$ cat src/rtl/muldiv32.sv
// muldiv32: multi-cycle multiply/divide unit that owns the HI/LO registers.
// Multiply is shift-add, divide is restoring division; both operate on operand
// magnitudes and fix up the signs in a final cycle, so every op takes
// exactly ITER+1 clocks from the accepting edge to the write of hi/lo.
module muldiv32 #(
    parameter int WIDTH = 32,
    parameter int ITER  = 32
) (
    input  logic             clk,
    input  logic             rst_n,
    input  logic             start,
    input  logic [1:0]       op,
    input  logic [WIDTH-1:0] a,
    input  logic [WIDTH-1:0] b,
    input  logic             hi_we,
    input  logic             lo_we,
    input  logic [WIDTH-1:0] wdata,
    output logic             busy,
    output logic             done,
    output logic             div_zero,
    output logic [WIDTH-1:0] hi,
    output logic [WIDTH-1:0] lo
);

    localparam int CW = (ITER > 1) ? $clog2(ITER) : 1;

    typedef enum logic [1:0] {
        S_IDLE = 2'd0,
        S_CALC = 2'd1,
        S_FIX  = 2'd2
    } state_t;

    state_t state_reg, state_next;

    // FSM-decoded controls
    logic accept;
    logic step_en;
    logic fix_en;
    logic reg_wr_en;

    // Iteration state: prod_reg holds {upper, lower}. For multiply upper
    // accumulates the partial product while lower shifts out multiplier bits;
    // for divide upper is the partial remainder and lower collects quotient bits.
    logic [2*WIDTH-1:0] prod_reg;
    logic [WIDTH-1:0]   b_mag_reg;
    logic [WIDTH-1:0]   a_raw_reg;
    logic [CW-1:0]      cnt_reg;
    logic               is_div_reg;
    logic               neg_q_reg;
    logic               neg_r_reg;
    logic               b_zero_reg;

    logic [WIDTH-1:0]   hi_reg;
    logic [WIDTH-1:0]   lo_reg;
    logic               done_reg;
    logic               div_zero_reg;

    // Operand conditioning at acceptance: op[0]=0 selects the signed variants
    logic               signed_op;
    logic               a_neg;
    logic               b_neg;
    logic [WIDTH-1:0]   a_mag;
    logic [WIDTH-1:0]   b_mag;

    assign signed_op = ~op[0];
    assign a_neg     = signed_op & a[WIDTH-1];
    assign b_neg     = signed_op & b[WIDTH-1];
    assign a_mag     = a_neg ? -a : a;
    assign b_mag     = b_neg ? -b : b;

    // One iteration step for each algorithm
    logic [WIDTH-1:0]   upper;
    logic [WIDTH-1:0]   lower;
    logic [WIDTH:0]     mul_sum;
    logic [2*WIDTH-1:0] mul_step;
    logic [WIDTH:0]     rem_shift;
    logic [WIDTH:0]     diff;
    logic [2*WIDTH-1:0] div_step;

    assign upper     = prod_reg[2*WIDTH-1:WIDTH];
    assign lower     = prod_reg[WIDTH-1:0];
    assign mul_sum   = {1'b0, upper} + (lower[0] ? {1'b0, b_mag_reg} : {(WIDTH+1){1'b0}});
    assign mul_step  = {mul_sum, lower[WIDTH-1:1]};
    // The partial remainder is always below the divisor, so shifting it left
    // by one fits in WIDTH+1 bits and diff's top bit is a clean borrow flag.
    assign rem_shift = {upper, lower[WIDTH-1]};
    assign diff      = rem_shift - {1'b0, b_mag_reg};
    assign div_step  = diff[WIDTH] ? {rem_shift[WIDTH-1:0], lower[WIDTH-2:0], 1'b0}
                                   : {diff[WIDTH-1:0],      lower[WIDTH-2:0], 1'b1};

    // Sign correction and final selection written to hi/lo in the FIX cycle
    logic [2*WIDTH-1:0] prod_fix;
    logic [WIDTH-1:0]   quo_fix;
    logic [WIDTH-1:0]   rem_fix;
    logic [WIDTH-1:0]   hi_fix;
    logic [WIDTH-1:0]   lo_fix;

    assign prod_fix = neg_q_reg ? -prod_reg : prod_reg;
    assign quo_fix  = neg_q_reg ? -lower : lower;
    assign rem_fix  = neg_r_reg ? -upper : upper;

    // Pick the architectural result; divide-by-zero returns all-ones / dividend
    always_comb begin
        hi_fix = prod_fix[2*WIDTH-1:WIDTH];
        lo_fix = prod_fix[WIDTH-1:0];
        if (is_div_reg) begin
            if (b_zero_reg) begin
                hi_fix = a_raw_reg;
                lo_fix = {WIDTH{1'b1}};
            end else begin
                hi_fix = rem_fix;
                lo_fix = quo_fix;
            end
        end
    end

    // State register
    always_ff @(posedge clk or negedge rst_n) begin
        if (!rst_n) state_reg <= S_IDLE;
        else        state_reg <= state_next;
    end

    // Next-state logic: IDLE -> CALC for ITER steps -> FIX -> IDLE
    always_comb begin
        state_next = state_reg;
        case (state_reg)
            S_IDLE:  if (start) state_next = S_CALC;
            S_CALC:  if (cnt_reg == CW'(ITER - 1)) state_next = S_FIX;
            S_FIX:   state_next = S_IDLE;
            default: state_next = S_IDLE;
        endcase
    end

    // FSM output decode
    always_comb begin
        busy      = (state_reg != S_IDLE);
        accept    = (state_reg == S_IDLE) && start;
        step_en   = (state_reg == S_CALC);
        fix_en    = (state_reg == S_FIX);
        reg_wr_en = (state_reg == S_IDLE);
    end

    // Operand latch at acceptance and per-cycle iteration
    always_ff @(posedge clk or negedge rst_n) begin
        if (!rst_n) begin
            prod_reg   <= '0;
            b_mag_reg  <= '0;
            a_raw_reg  <= '0;
            cnt_reg    <= '0;
            is_div_reg <= 1'b0;
            neg_q_reg  <= 1'b0;
            neg_r_reg  <= 1'b0;
            b_zero_reg <= 1'b0;
        end else if (accept) begin
            prod_reg   <= {{WIDTH{1'b0}}, a_mag};
            b_mag_reg  <= b_mag;
            a_raw_reg  <= a;
            cnt_reg    <= '0;
            is_div_reg <= op[1];
            neg_q_reg  <= a_neg ^ b_neg;
            neg_r_reg  <= a_neg;
            b_zero_reg <= (b == '0);
        end else if (step_en) begin
            prod_reg   <= is_div_reg ? div_step : mul_step;
            cnt_reg    <= cnt_reg + CW'(1);
        end
    end

    // HI/LO, done pulse and divide-by-zero flag; mthi/mtlo only while idle
    always_ff @(posedge clk or negedge rst_n) begin
        if (!rst_n) begin
            hi_reg       <= '0;
            lo_reg       <= '0;
            done_reg     <= 1'b0;
            div_zero_reg <= 1'b0;
        end else begin
            done_reg <= fix_en;
            if (fix_en) begin
                hi_reg       <= hi_fix;
                lo_reg       <= lo_fix;
                div_zero_reg <= is_div_reg & b_zero_reg;
            end else if (reg_wr_en) begin
                if (hi_we) hi_reg <= wdata;
                if (lo_we) lo_reg <= wdata;
            end
        end
    end

    assign hi       = hi_reg;
    assign lo       = lo_reg;
    assign done     = done_reg;
    assign div_zero = div_zero_reg;

endmodule
$ cat config.mk
export PLATFORM = sky130hd
export DESIGN_NAME = muldiv32
export DESIGN_NICKNAME = d
export VERILOG_FILES = /design/src/rtl/muldiv32.sv
export SDC_FILE = /design/constraint.sdc
export NUM_CORES = 1
export LEC_CHECK = 0
export CAP_MARGIN = 20
export CELL_PAD_IN_SITES_DETAIL_PLACEMENT = 0
export CELL_PAD_IN_SITES_GLOBAL_PLACEMENT = 1
export CORE_ASPECT_RATIO = 0.6
export CORE_MARGIN = 5
export CORE_UTILIZATION = 40
export CTS_BUF_LIST = sky130_fd_sc_hd__clkbuf_4
export DETAILED_ROUTE_END_ITERATION = 12
export GPL_TIMING_DRIVEN = 0
export PLACE_DENSITY = 0.86
export REMOVE_ABC_BUFFERS = 1
export SLEW_MARGIN = 30
export SYNTH_ARGS = -nofsm -noshare
export SYNTH_HDL_FRONTEND = slang
export SYNTH_SLANG_ARGS = --single-unit
$ cat constraint.sdc
create_clock -name clk -period 8 [get_ports clk]
set_input_delay 1.6 -clock clk [delete_from_list [all_inputs] [get_ports clk]]
set_output_delay 1.6 -clock clk [all_outputs]
set_load 0.005 [all_outputs]
## After elaboration in Yosys (flattened, before gate mapping)

Index checks and enable logic that the tools add are counted.

| word-level totals | value |
|---|---|
| register bits | 205 |
| bits in latches | 0 |
| ROM bits | 0 |
| bits of input ports | 103 |
| word-level logic and storage cells | 67 |
| RAM bits | 0 |
| memories kept | 0 |
| output and inout bits | 67 |

| operators by class | value |
|---|---|
| reductions and logical operators | 11 |
| div/mod/pow operators | 0 |
| order comparisons | 0 |
| equal/unequal tests | 5 |
| $mul | 0 |
| bitwise logic cells | 5 |
| shift operators | 0 |
| $add $sub $neg | 8 |
| muxes and demuxes | 25 |

Operators by type and width:

| cell | count |
|---|---|
| two-way mux 32 bit | 15 |
| two-way mux 64 bit | 5 |
| negation 32 bit | 4 |
| negation 64 bit | 1 |
| adder 32 x 32 -> 33 bit | 1 |
| subtractor 33 x 32 -> 33 bit | 1 |
| zero test 32 bit | 1 |
| two-way mux 5 bit | 2 |
| nonzero test 2 bit | 5 |
| AND reduction 2 bit | 3 |
| adder 5 x 1 -> 5 bit (second input constant) | 1 |
| equality test 5 bit (second input constant) | 1 |
| two-way mux 2 bit | 2 |
| case mux 2 bit (2 select lines) | 1 |
| AND 1 bit | 3 |
| equality test 2 x 1 -> 1 bit (second input constant) | 1 |
| equality test 2 bit (second input constant) | 1 |
| zero test 2 bit | 1 |
| inequality test 2 x 1 -> 1 bit (second input constant) | 1 |
| inequality test 2 bit (second input constant) | 1 |
| logical AND 1 bit | 1 |
| inverter 1 bit | 1 |
| XOR 1 bit | 1 |

## Depth between registers and ports, before layout

| depth | value |
|---|---|
| word-level depth | 5 |
| depth in mapped cells | 14 |
| depth with buffers taken out | 13 |

## Least setup slack after synthesis

OpenSTA, ideal clock, no wires.

| timing path | value |
|---|---|
| path type | input to register |
| start | input b[14] |
| end | register b_zero_reg |
| cell stages on the path | 7 |
| slack | 4434 ps |
| buffers on the path | 0 |
| data arrival time | 3483 ps |
| library setup time | 83 ps |
| required time | 7917 ps |
| cells stage by stage | or4_1 nor4_1 nand2b_1 nor2_1 nand3_1 or4b_2 o21ai_0 |

| on the way | value |
|---|---|
| longest elaborated chain between the ends | 1 |

RTL lines:

| what | RTL line | RTL |
|---|---|---|
| from (decl) | 14 | `input logic [WIDTH-1:0] b,` |
| zero test 32 bit | 162 | `b_zero_reg <= (b == '0);` |
| to (signal assigned) | 162 |  |
| to (decl) | 51 | `logic b_zero_reg;` |

Every way passes these cells.
A chain may end at the register's enable or synchronous reset.

## Final worst setup path

| timing path | value |
|---|---|
| start | register prod_reg[32] |
| end | register prod_reg[56] |

| on the way | value |
|---|---|
| longest elaborated chain between the ends | 5 |
| elaborated cells on any way between the ends | 6 |
| classes of those cells | 2 x add/sub; 4 x mux |

RTL lines:

| what | RTL line | RTL |
|---|---|---|
| from (decl) | 44 | `logic [2*WIDTH-1:0] prod_reg;` |
| from (signal assigned) | 155 | `prod_reg <= {{WIDTH{1'b0}}, a_mag};` |
| from (signal assigned) | 164 | `prod_reg <= is_div_reg ? div_step : mul_step;` |
| subtractor 33 x 32 -> 33 bit | 87 | `assign diff = rem_shift - {1'b0, b_mag_reg};` |
| two-way mux 64 bit | 88 | `assign div_step = diff[WIDTH] ? {rem_shift[WIDTH-1:0], lower[WIDTH-2:0], 1'b0}` |
| two-way mux 64 bit (*) | 164 |  |
| two-way mux 64 bit (*) | 163 | `end else if (step_en) begin` |
| two-way mux 64 bit (*) | 154 | `end else if (accept) begin` |

Mark *: on every way between the ends. The rest lies on a longest branch, timed or not. The select of a mux whose other input is x is not followed.

==> metrics list <==
- TritonCTS Buffers: 53
- DR WL/cell: 22.26 µm
- Detailed placement ended at an HPWL of 47.91 mm.
- Wire length of the first global-routing pass: 93.54 mm
- P_int: 4.491 mW
- The number of hold violations in the final report was 0.
* Sequential area share after synthesis: 0.3111
- Count of flip-flops with a built-in enable after synthesis: 0
- Between clock sinks in the finished design, the worst skew comes to 0.03157 ns.
- Net switching power: 4.615 mW
* Die width: 272.1 µm
- WHS: 0.4799 ns
- Synth warn: 0
* Crit Path Max Fanout: 18
- Cts-stage hold buffer count: 0
- In this run the vertical extent of the chip is 167.3 µm.
- Data arrival time of the critical path: 5.55 ns
* Root buffer cell: clkbuf_4
- Antenna violations before repair: 3
- Critical-path cell with the highest stage delay: a21oi_1
* Number of global-route vias before repair: 15536
- Synthesis inferred 205 register bits.
* Last weighted congestion value of the routability-driven placer: 1.027
* Pre-antenna DRT Iters: 6
- In this run the standard cell core region covers 40580 µm².
- CTS tree: yes
- Count of cells along the worst register-to-register path: 12
- Leaving out filler cells and counting taps, the final layout contains 2775.
- In this run, placement finished with an instance count of 2686.
- In this run, distinct cell masters in the synthesized netlist total 79.
* Detailed-route DRC error count: 0
* Buffers added on ports: 169
- Largest net degree at the start of global routing: 83
* Nature of the critical path startpoint: flop
- The filler cells instantiated in the layout total 3963.
* Headroom to the max-slew limit: 0.3293
* Grt ovf: 0
- Cell depth of the worst hold path: 2
- Critical path start-end classification: reg2reg
- Boundary Pins: 170
* Cells along the critical path: inv_1 -> fa_1 -> nand2b_1 -> a21oi_1 -> o21ai_1 -> o21ai_0 -> nand3_1 -> a21oi_1 -> nor2_4 -> buf_16 -> mux2i_1 -> a221oi_1
- Once detail routing completed, the nets flagged for antenna violations numbered 0.
- Of the total synthesized cell area, the portion taken by full adders, half adders and majority gates is 0.05555.
- After routing, the total negative slack on setup checks comes to 0 ns.
- Buffer depth of the longest clock path: 3
- Post-synthesis instance area: 16490 µm²
* Max stage delay on crit path: 0.78 ns
- For this design the ratio of total power to cell area is 469.7 nW/µm².
- The multi-input combinational cells in the finished layout cover a total of 10650 µm².
* Clock slew at the register clock pins of the worst setup and hold paths: 0.08 ns
- Achievable clock frequency: 0.2031 GHz
- From synthesis to final layout, the design area changed by 17.59%.
* Clk Latency, worst-skew pair: 0.74 ns
- Of the post-synthesis cell area, the part taken by muxes is 0.03809.
- Across the run, the number of max-cap violations was 0.
- The run finished with clean final reports.
* Final critical-path required period: 4.923 ns
* Proportion of layout cells with a drive suffix above 1: 0.06375
* Most common cell on crit path: a21oi_1
- Synth Area in Compound Gates: 0.2557
* RSZ-0062 raised after global routing: false
* Most used flip-flop cell after synthesis: dfrtp_1
- The tightest min-delay check is of the reg2reg type.
* Simple-gate area share of the yosys netlist: 0.1921
* Net Sw Frac: 0.5068
- Post-CTS setup buffer count: 0
- H-tree depth reported by CTS: 2
- Setup violations remaining at the end of the flow were counted as 0.
- Flop pwr share: 0.267
- Synth Area in XOR/XNOR: 0.09880
- After routing the design area is 19390 µm².
* Die area: 45510 µm²
- At the worst endpoint, the required time is 8.62 ns.
- Part of the cycle the worst path needs: 0.6153
- Combinational power share: 0.631
- After clock tree synthesis, the repair step resized 0 gates.
- IR analysis of the VDD net gives a maximum drop of 0.0002068 V.
- Detailed-route vias per instance: 6.026
- Clock sink count: 205
* Instance area at placement: 18740 µm²
* First-iteration detailed-routing DRC count: 1648
- Overall power consumption: 9.106 mW
- Initial core utilization: 0.4063
* Type of element capturing the critical path: flop
- Area of all sequential standard cells: 5140 µm²
* Flip-flop count of the largest register after layout: 64
- Final number of max-transition violations: 0
* Static leakage: 8.084 nW
* Total wirelength of the detailed-routed design: 61.76 mm
- GRT Util Overall: 0.2600
- Detailed routing inserted a total of 16723 vias.
- Of the total power, the clock network draws 0.102.
- Post-Synthesis Cells: 2106
* Worst-Margin Slew: 0.9983 ns
- In the synthesized netlist the async set-or-reset flop fraction comes to 1.000.
- Number of nets in the finished design: 2385
* Main combinational cell family by area after synthesis: compound AO/OA/AOI/OAI gates
- Number of standard-cell rows in the floorplan: 57
* Post-Synthesis Mean Instance Area: 7.829 µm²
[Yosys cell counts (all sizes together) (4+ instances only)]
cell type  number  share of area
nand2         341          0.078
o21ai         236          0.072
dfrtp         205           0.31
nor2          152          0.035
a21oi         137          0.042
clkbuf        117          0.027
xnor2         103          0.055
xor2           83          0.044
ha             70          0.053
inv            69          0.016
mux2i          59          0.036
o211ai         53          0.024
nand3          33          0.010
o22ai          30          0.011
nor3           29         0.0091
o31ai          25          0.011
a31oi          23         0.0087
or3            23         0.0090
a21o           22          0.010
a22oi          22          0.010
nor4           20         0.0085
buf            18         0.0055
and2           17         0.0065
nand2b         17         0.0065
or4            16         0.0080
nand4          15         0.0057
a211oi         14         0.0064
o21a           14         0.0064
and3           13         0.0049
o41ai          13         0.0069
o22a           12         0.0064
nor2b          10         0.0038
o221ai         10         0.0053
o21bai          9         0.0041
a221oi          7         0.0041
or2             6         0.0023
a222oi          5         0.0030
a211o           4         0.0021
a22o            4         0.0021
a311oi          4         0.0021
[metal layers]
metal | share of wire | up-vias | global-route usage | wire [µm]
met3 | 0.12 | 69 | 0.09940 | 7642
met1 | 0.47 | 8086 | 0.3984 | 29280
met4 | 0.013 | 2 | 0.04163 | 808
met5 | 0.00021 | - | 0 | 13
li1 | - | 7814 | - | -
met2 | 0.39 | 752 | 0.3489 | 24010
[layout make-up]
| class | instances | share of cell area |
|---|---|---|
| Clock buffer | 73 | 0.02827 |
| Inverter | 70 | 0.01368 |
| Tap cell | 531 | 0.03427 |
| Multi-Input combinational cell | 1696 | 0.5494 |
| Timing Repair Buffer | 184 | 0.1048 |
| Clock inverter | 15 | 0.004388 |
| Sequential cell | 205 | 0.2651 |
| Antenna cell | 1 | 0.0001291 |
[final timing paths]
| kind | startpoint | to | slack [ns] |
|---|---|---|---|
| max | prod_reg[32]$_DFFE_PN0P_ | prod_reg[56]$_DFFE_PN0P_ | 3.08 |
| min | b_mag_reg[28]$_DFFE_PN0P_ | b_mag_reg[28]$_DFFE_PN0P_ | 0.48 |
| max reg2reg | prod_reg[32]$_DFFE_PN0P_ | prod_reg[56]$_DFFE_PN0P_ | 3.08 |
| min reg2reg | b_mag_reg[28]$_DFFE_PN0P_ | b_mag_reg[28]$_DFFE_PN0P_ | 0.48 |
| max in group asynchronous | rst_n | neg_r_reg$_DFFE_PN0P_ | 6.42 |
| min in group asynchronous | rst_n | lo[7]$_DFFE_PN0P_ | 0.77 |
[critical path, delay by kind of cell, from the launching register on]
| kind | cells | cell delay [ns] |
|---|---|---|
| AO/OA/AOI/OAI | 5 | 2.27 |
| adder cells (fa/ha/maj) | 1 | 0.52 |
| buffers and inverters | 2 | 0.58 |
| flip-flops | 1 | 0.64 |
| multiplexers | 1 | 0.15 |
| AND/OR/NAND/NOR | 3 | 0.63 |
[metrics by stage]
step	utilization	setup slack, ns
finish	0.4778	3.077
global route	0.4778	2.989
CTS	0.4775	3.364
detailed placement	0.4619	3.307
global placement	0.4511	-3.756
floorplan	-	3.235
[power by group through the flow]
stage	registers (mW)	logic, mW	clock network (mW)
after floorplan	2.12	3.86	0
after global placement	2.45	5.43	0
after detailed placement	2.41	5.62	0
after CTS	2.39	5.65	0.940
after global routing	2.49	6.30	0.998
final	2.43	5.75	0.927
[cells by family after synthesis]
| kind of cell | count (synthesis) |
|---|---|
| AND/OR/NAND/NOR | 701 |
| AO/OA/AOI/OAI | 675 |
| buffers and inverters | 205 |
| flip-flops | 205 |
| XOR/XNOR | 186 |
| adder cells (fa/ha/maj) | 72 |
| multiplexers | 62 |
[cells in the final DEF (no fill, tap or decap), drive strengths merged, types with 23 or more instances in the layout]
cell type | Yosys | routed
nor2 | 152 | 152
o21ai | 236 | 236
xnor2 | 103 | 103
or3 | 23 | 23
inv | 69 | 69
nor3 | 29 | 29
a31oi | 23 | 23
o31ai | 25 | 25
xor2 | 83 | 83
clkbuf | 117 | 73
nand2 | 341 | 341
o22ai | 30 | 30
mux2i | 59 | 59
ha | 70 | 70
dfrtp | 205 | 205
nand3 | 33 | 33
clkdlybuf4s50 | 0 | 168
a21oi | 137 | 137
o211ai | 53 | 53
(Power assumes the default switching activity.)
